==> config.mk <==
export PLATFORM = sky130hd
export DESIGN_NAME = fifo_rd_stream
export DESIGN_NICKNAME = d
export VERILOG_FILES = /design/src/rtl/fifo_rd_stream.sv
export SDC_FILE = /design/constraint.sdc
export NUM_CORES = 1
export LEC_CHECK = 0
export CORE_ASPECT_RATIO = 0.6
export CORE_MARGIN = 1
export CORE_UTILIZATION = 55
export CTS_BUF_LIST = sky130_fd_sc_hd__clkbuf_16
export CTS_CLUSTER_DIAMETER = 50
export DETAILED_ROUTE_END_ITERATION = 10
export DONT_BUFFER_PORTS = 1
export HOLD_SLACK_MARGIN = 0.03
export PLACE_DENSITY_LB_ADDON = 0.2
export SETUP_SLACK_MARGIN = 0.05
export SLEW_MARGIN = 0
export SYNTH_ARGS = -nofsm -noshare
export SYNTH_HDL_FRONTEND = slang
export SYNTH_SLANG_ARGS = --single-unit
export TNS_END_PERCENT = 20
==> constraint.sdc <==
create_clock -name clk_i -period 2.2 [get_ports clk_i]
set_clock_uncertainty 0.2 [all_clocks]
set_input_delay 0.33 -clock clk_i [delete_from_list [all_inputs] [get_ports clk_i]]
set_output_delay 0.33 -clock clk_i [all_outputs]
set_load 0.01 [all_outputs]
==> src/rtl/fifo_rd_stream.sv <==
// fifo_rd_stream
//   Read-side drain stage for a synchronous FIFO, clocked by the FIFO read
//   clock. It issues single-cycle read strobes while the FIFO is non-empty,
//   captures the returned word one cycle later, and re-presents it as a
//   valid/ready stream from a 2-entry output buffer. Reads are issued only
//   when a buffer slot is guaranteed for the returning word, so the FIFO is
//   never over-read under back-pressure.
//
// Ports
//   clk_i         read-domain clock
//   rst_i         asynchronous active-high reset
//   enable_i      1 = drain FIFO, 0 = stop reading and flush what is in flight
//   fifo_empty_i  FIFO empty flag (read domain)
//   fifo_data_i   FIFO read data, valid the cycle after an accepted strobe
//   fifo_rd_o     FIFO read strobe (combinational)
//   fifo_oe_o     FIFO output-latch enable, high whenever out of reset
//   m_data_o      stream data (buffer head)
//   m_valid_o     stream valid
//   m_ready_i     stream ready
//   rd_count_o    words delivered (valid & ready), wraps
//   busy_o        high while the controller is not idle
module fifo_rd_stream #(
  parameter int DATA_WIDTH = 8,
  parameter int CNT_WIDTH  = 16
) (
  input  logic                  clk_i,
  input  logic                  rst_i,
  input  logic                  enable_i,
  input  logic                  fifo_empty_i,
  input  logic [DATA_WIDTH-1:0] fifo_data_i,
  output logic                  fifo_rd_o,
  output logic                  fifo_oe_o,
  output logic [DATA_WIDTH-1:0] m_data_o,
  output logic                  m_valid_o,
  input  logic                  m_ready_i,
  output logic [CNT_WIDTH-1:0]  rd_count_o,
  output logic                  busy_o
);

  typedef enum logic [1:0] {
    IDLE  = 2'd0,
    RUN   = 2'd1,
    DRAIN = 2'd2
  } state_t;

  localparam logic [CNT_WIDTH-1:0] CNT_ONE = {{(CNT_WIDTH-1){1'b0}}, 1'b1};

  state_t                  state, state_nxt;
  logic                    vld_p1;   // strobe accepted last cycle, word on fifo_data_i now
  logic [1:0]              occ_p2;   // words held in the output buffer
  logic [DATA_WIDTH-1:0]   head_p2;
  logic [DATA_WIDTH-1:0]   tail_p2;
  logic                    pop;

  // A new strobe is allowed only if every word already committed (buffered
  // plus in flight, minus the one leaving this cycle) leaves a free slot.
  function automatic logic has_credit(input logic [1:0] occ_f,
                                      input logic       infl_f,
                                      input logic       pop_f);
    logic [2:0] committed;
    committed = {1'b0, occ_f} + {2'b00, infl_f} - {2'b00, pop_f};
    return committed < 3'd2;
  endfunction

  assign pop       = m_valid_o & m_ready_i;
  assign m_valid_o = (occ_p2 != 2'd0);
  assign m_data_o  = head_p2;
  assign busy_o    = (state != IDLE);

  // ---- p0: read issue
  assign fifo_rd_o = (state == RUN) & enable_i & ~fifo_empty_i &
                     has_credit(occ_p2, vld_p1, pop);

  always_comb begin
    state_nxt = state;
    unique case (state)
      IDLE:    if (enable_i) state_nxt = RUN;
      RUN:     if (!enable_i) state_nxt = DRAIN;
      DRAIN: begin
        if (enable_i)                           state_nxt = RUN;
        else if (!vld_p1 && (occ_p2 == 2'd0))   state_nxt = IDLE;
      end
      default: state_nxt = IDLE;
    endcase
  end

  always_ff @(posedge clk_i or posedge rst_i) begin
    if (rst_i) begin
      state      <= IDLE;
      vld_p1     <= 1'b0;
      occ_p2     <= 2'd0;
      rd_count_o <= '0;
      fifo_oe_o  <= 1'b0;
    end else begin
      state      <= state_nxt;
      fifo_oe_o  <= 1'b1;
      // ---- p1: word returning from the FIFO
      vld_p1     <= fifo_rd_o;
      // ---- p2: output buffer occupancy and delivery count
      occ_p2     <= occ_p2 + {1'b0, vld_p1} - {1'b0, pop};
      if (pop) rd_count_o <= rd_count_o + CNT_ONE;
    end
  end

  // ---- p2: output buffer data. The head is reset because it drives
  // m_data_o directly; the tail is never observed until written.
  always_ff @(posedge clk_i or posedge rst_i) begin
    if (rst_i) begin
      head_p2 <= '0;
    end else begin
      if (pop) begin
        // Leaving word is replaced by the queued tail, or by the arriving
        // word when it was the only one held.
        head_p2 <= (occ_p2 == 2'd2) ? tail_p2 : fifo_data_i;
      end else if (vld_p1 && (occ_p2 == 2'd0)) begin
        head_p2 <= fifo_data_i;
      end
    end
  end

  always_ff @(posedge clk_i) begin
    if (vld_p1 && (((occ_p2 == 2'd2) && pop) || ((occ_p2 == 2'd1) && !pop)))
      tail_p2 <= fifo_data_i;
  end

endmodule

; Word-level counts from Yosys, hierarchy flattened
; Cells that the tools add are included.
[op_classes]
mul = 0
n_reduce_logical = 14
n_mux = 8
order_cmp = 1
shift = 0
eq_ne = 7
div = 0
addsub = 5
n_bitwise = 5
[op_table]
columns = op, count
row1 = $mux 8, 3
row2 = $add 16x1->16 const B, 1
row3 = $mux 2, 4
row4 = $pmux 2 s3, 1
row5 = $reduce_bool 2->1, 3
row6 = $logic_and 1x1->1, 5
row7 = $and 1x1->1, 4
row8 = $eq 2x1->1 const B, 2
row9 = $eq 2x2->1 const B, 2
row10 = $logic_not 2->1, 2
row11 = $ne 2x2->1 const B, 2
row12 = $add 2x1->3, 1
row13 = $lt 3x2->1 const B, 1
row14 = $ne 3x3->1 const B, 1
row15 = $reduce_and 3->1, 1
row16 = $sub 3x1->3, 1
row17 = $add 2x1->2, 1
row18 = $logic_not 1->1, 2
row19 = $sub 2x1->2, 1
row20 = $logic_or 1x1->1, 1
row21 = $not 1->1, 1
[totals]
romBits = 0
latch_bits = 0
ramBits = 0
reg_bits = 38
inputBits = 13
mem_count = 0
out_inout_bits = 28

; Longest topological paths before layout
[logic_depth]
word_depth = 6
depth_mapped = 9
mapped_depth_nobuf = 7

; Least setup slack after synthesis
; OpenSTA, ideal clock, no wires.
[synth_path]
path_type = register to output
startpoint = register occ_p2[1]
endpoint = output fifo_rd_o
path_slack_ns = -0.411
required_time_ns = 1.670
arrival_time_ns = 2.081
stages_incl_launch_ff = 10
cell_sequence = dfrtp_1 > buf_4 > nand3b_1 > buf_2 > nand2_1 > ha_1 > fa_1 > xor2_1 > nand2_1 > nor4_1
[synth_via]
elab_chain_len = 5
elab_cells_between_ends = 6
cone_classes = add/sub (2) / order compare (1) / bitwise (2) / reduce/logical (1)
[synth_lines]
columns = item, line_no
row1 = from (decl), 50  ; logic [1:0] occ_p2;
row2 = from (signal assigned), 100  ; occ_p2 <= occ_p2 + {1'b0, vld_p1} - {1'b0, pop};
row3 = branches (longest 2 deep; another with $add 2x1->3), n/a
row4 = $sub 3x1->3 *, 61  ; committed = {1'b0, occ_f} + {2'b00, infl_f} - {2'b00, pop_f};
row5 = $lt 3x2->1 *, 62  ; return committed < 3'd2;
row6 = $and 1x1->1 *, 71  ; assign fifo_rd_o = (state == RUN) & enable_i & ~fifo_empty_i &
row7 = to (decl), 31  ; output logic fifo_rd_o,
; Mark *: on every way between the ends.

; Final worst setup path
[layout_path]
startpoint = register occ_p2[0]
endpoint = output fifo_rd_o
; Same word-level chain as after synthesis.

==> results.toml <==
[global_route]
antenna_found_initial = 0
grt_max_degree = 17
grt_usage = 0.2336
grt_pass1_wl_um = 5181
grt_pass1_vias = 1052
grt-ovfl-total = 0

[timing]
hold_slack_ns = 0.05119
final.period_utilization = 1.143
setup_viol = 1
fmax_mhz = 397.7
maxSlewViolCount = 0
tightest_slew_ns = 0.6365
period_needed_ns = 2.515
rsz0062_at_grt = "yes"
slew_headroom = 0.5752
hold_viol_final = 0
fin_ws_ns = -0.3147

[yosys]
yosys.cell_types.count = 35
synth_cells = 133
syn_area_um2 = 1640
seq_area_frac_synth = 0.6041
yosys_warnings = 0
yosys.area.top_type_share = 0.4577
ys_top_cells_by_area = "dfrtp_1, edfxtp_1, xnor2_1"
yosys.area.top_type = "dfrtp_1"
synth_nets = 149
avgSynthCellArea_um2 = 12.33
ys_ff_latch = 38

[detailed_routing]
firstDrtPassIters = 4
route.antenna.remaining_nets = 0
drt_wl_total_um = 3192
drtIter0Drc = 70
dr_total_vias = 1065
via_per_inst = 5.379
drc = 0
wl_per_cell_um = 16.12

[worst_setup_path]
path_class = "reg2out"
start_kind = "register"
ff2ff_path_depth = 5
critPathMaxFanout = 4
r2r_slack_ns = 0.17
worstSetupEndpointType = "primary output"
arrival_ns = 1.98
crit_required_ns = 1.67

[hold_path]
hold_depth = 2
hp-class = "in2reg"

[clocking]
clock_latency_ns = 0.28
ctsHtreeMaxLevel = 2
cts_made_buffers = 5
clk_pin_slew_ns = 0.05
clock_path_buffers = 2
cts_root_buf = "clkbuf_16"
cts_sinks = 38
cts_tree = "done"

[floorplanning]
coreArea_um2 = 2663
ios = 41
row_count = 14
dieArea_um2 = 3212
die_x_um = 72.51
die_h_um = 44.30
initial_utilization = 0.6161

[final_layout]
final_common_cell = "dfrtp_1"
layout.nets = 173
drive_gt1_frac = 0.1709
area_delta_synth_final_pct = 26.09
fin_cells = 198
n_antenna_cell = 0
final_core_util = 0.7768
seq_area_um2 = 991.0
n_fill_cell = 179
multi_input_area_um2 = 663.1
most-common-layout-cells = "dfrtp_1, nand2_1, xnor2_1, dlygate4sd3_1"

[placement]
pre_cts_slack_ns = -0.06034
post-dp-hpwl_um = 2251
gp_congestion = 0.7562
placedCellCount = 178
io_buffers = 0

[power]
leakagePower_nw = 0.9540
switching_share = 0.3257
pwr-share-seq = 0.442
switchingPower_mw = 0.8088
pwr_density_cell_nw_per_um2 = 1201
clock_power_share = 0.311
irDropWorstVdd_mv = 0.6558
internal_power_mw = 1.674
combPwrFrac = 0.247
p_total_mw = 2.483

[flow_run]
drv_cap = 0

[outcome]
violations = "negative setup slack"
status = "finished, violations left"
cell usage after synthesis, drive strengths merged:
cell,number
a21boi,1
a21oi,2
and2,2
and3,1
and4,1
buf,3
conb,1
dfrtp,30
edfxtp,8
fa,1
ha,2
inv,3
mux2i,8
nand2,20
nand2b,2
nand3,4
nand3b,1
nand4,3
nor2,5
nor2b,1
nor3,1
nor4,2
o211ai,1
o21a,1
o21ai,11
or2,2
xnor2,11
xor2,5
power by group through the flow:
stage / logic, mW / clock network (mW) / registers (mW)
3_5_place_dp: 0.566 / 0 / 1.11
5_1_grt: 0.684 / 0.813 / 1.12
2_1_floorplan: 0.447 / 0 / 1.06
4_1_cts: 0.598 / 0.790 / 1.10
6_report: 0.613 / 0.772 / 1.10
3_3_place_gp: 0.529 / 0 / 1.10
final timing paths:
check,start,endpoint
worst max-delay path,occ_p2[0]$_DFF_PP0_,fifo_rd_o
worst min-delay path,fifo_data_i[6],m_data_o[6]$_DFFE_PP0P_
worst max register to register,occ_p2[0]$_DFF_PP0_,vld_p1$_DFF_PP0_
worst min register to register,tail_p2[0]$_DFFE_PP_,m_data_o[0]$_DFFE_PP0P_
max in group asynchronous,rst_i,vld_p1$_DFF_PP0_
min in group asynchronous,rst_i,rd_count_o[6]$_DFFE_PP0P_
flip-flops by register name (all words and copies together) (netlist names):
name,count
occ_p2,2
tail_p2,8
fifo_oe_o,1
m_data_o,8
rd_count_o,16
state,2
vld_p1,1
per-stage QoR:
step / instance area [um^2] / TNS, ns
finish: 2068 / -0.3147
global route: 2068 / -0.4090
CTS: 2061 / -0.3317
detailed placement: 1778 / -0.06034
global placement: 1778 / 0
floorplan: 1685 / -0.1848
cell families (layout without fill, tap and decap cells):
| kind of cell | after synthesis | count (layout) | synth area share |
|---|---|---|---|
| buffers and inverters | 6 | 31 | 0.01906 |
| other | 1 | 1 | 0.002286 |
| AOI/OAI and AO/OA | 16 | 16 | 0.06102 |
| muxes | 8 | 8 | 0.04882 |
| xor gates and xnor gates | 16 | 16 | 0.08543 |
| and+or+nand+nor | 45 | 45 | 0.1518 |
| adders and majority gates | 3 | 3 | 0.02746 |
| DFF | 38 | 38 | 0.6041 |
worst max-delay path: stages, from the launching register on:
cell,delay [ns]
dfrtp_1,0.40
nand3b_1,0.26
nand2_4,0.10
ha_4,0.13
fa_2,0.44
nor4_4,0.37
layer usage:
layer  part of all wire  global-route usage  vias up
met3              0.086              0.1002        9
met1               0.45              0.3034      515
met4              0.019              0.1176        0
met2               0.45              0.3402       41
met5                  0                   0        -
li1                   -                   -      500
final cells by class:
cell class                 instances  area share
clock buffer                       5     0.06050
clock inverter                     3     0.01815
inverter                           3    0.005445
multi-input combinational         89      0.3206
sequential                        38      0.4791
tap                               40     0.02420
timing repair buffer              20     0.09195
timing repair:
item | 4_1_cts | 5_1_grt
gates resized for setup | 1 | 1
setup buffers | 1 | 0
hold buffers | 11 | 0
endpoints found under the hold margin | 26 | 0
cloned | 0 | 0
pin swaps | 0 | 0
endpoints found under the setup margin | 1 | 2
Power figures use the tool's default switching activity.
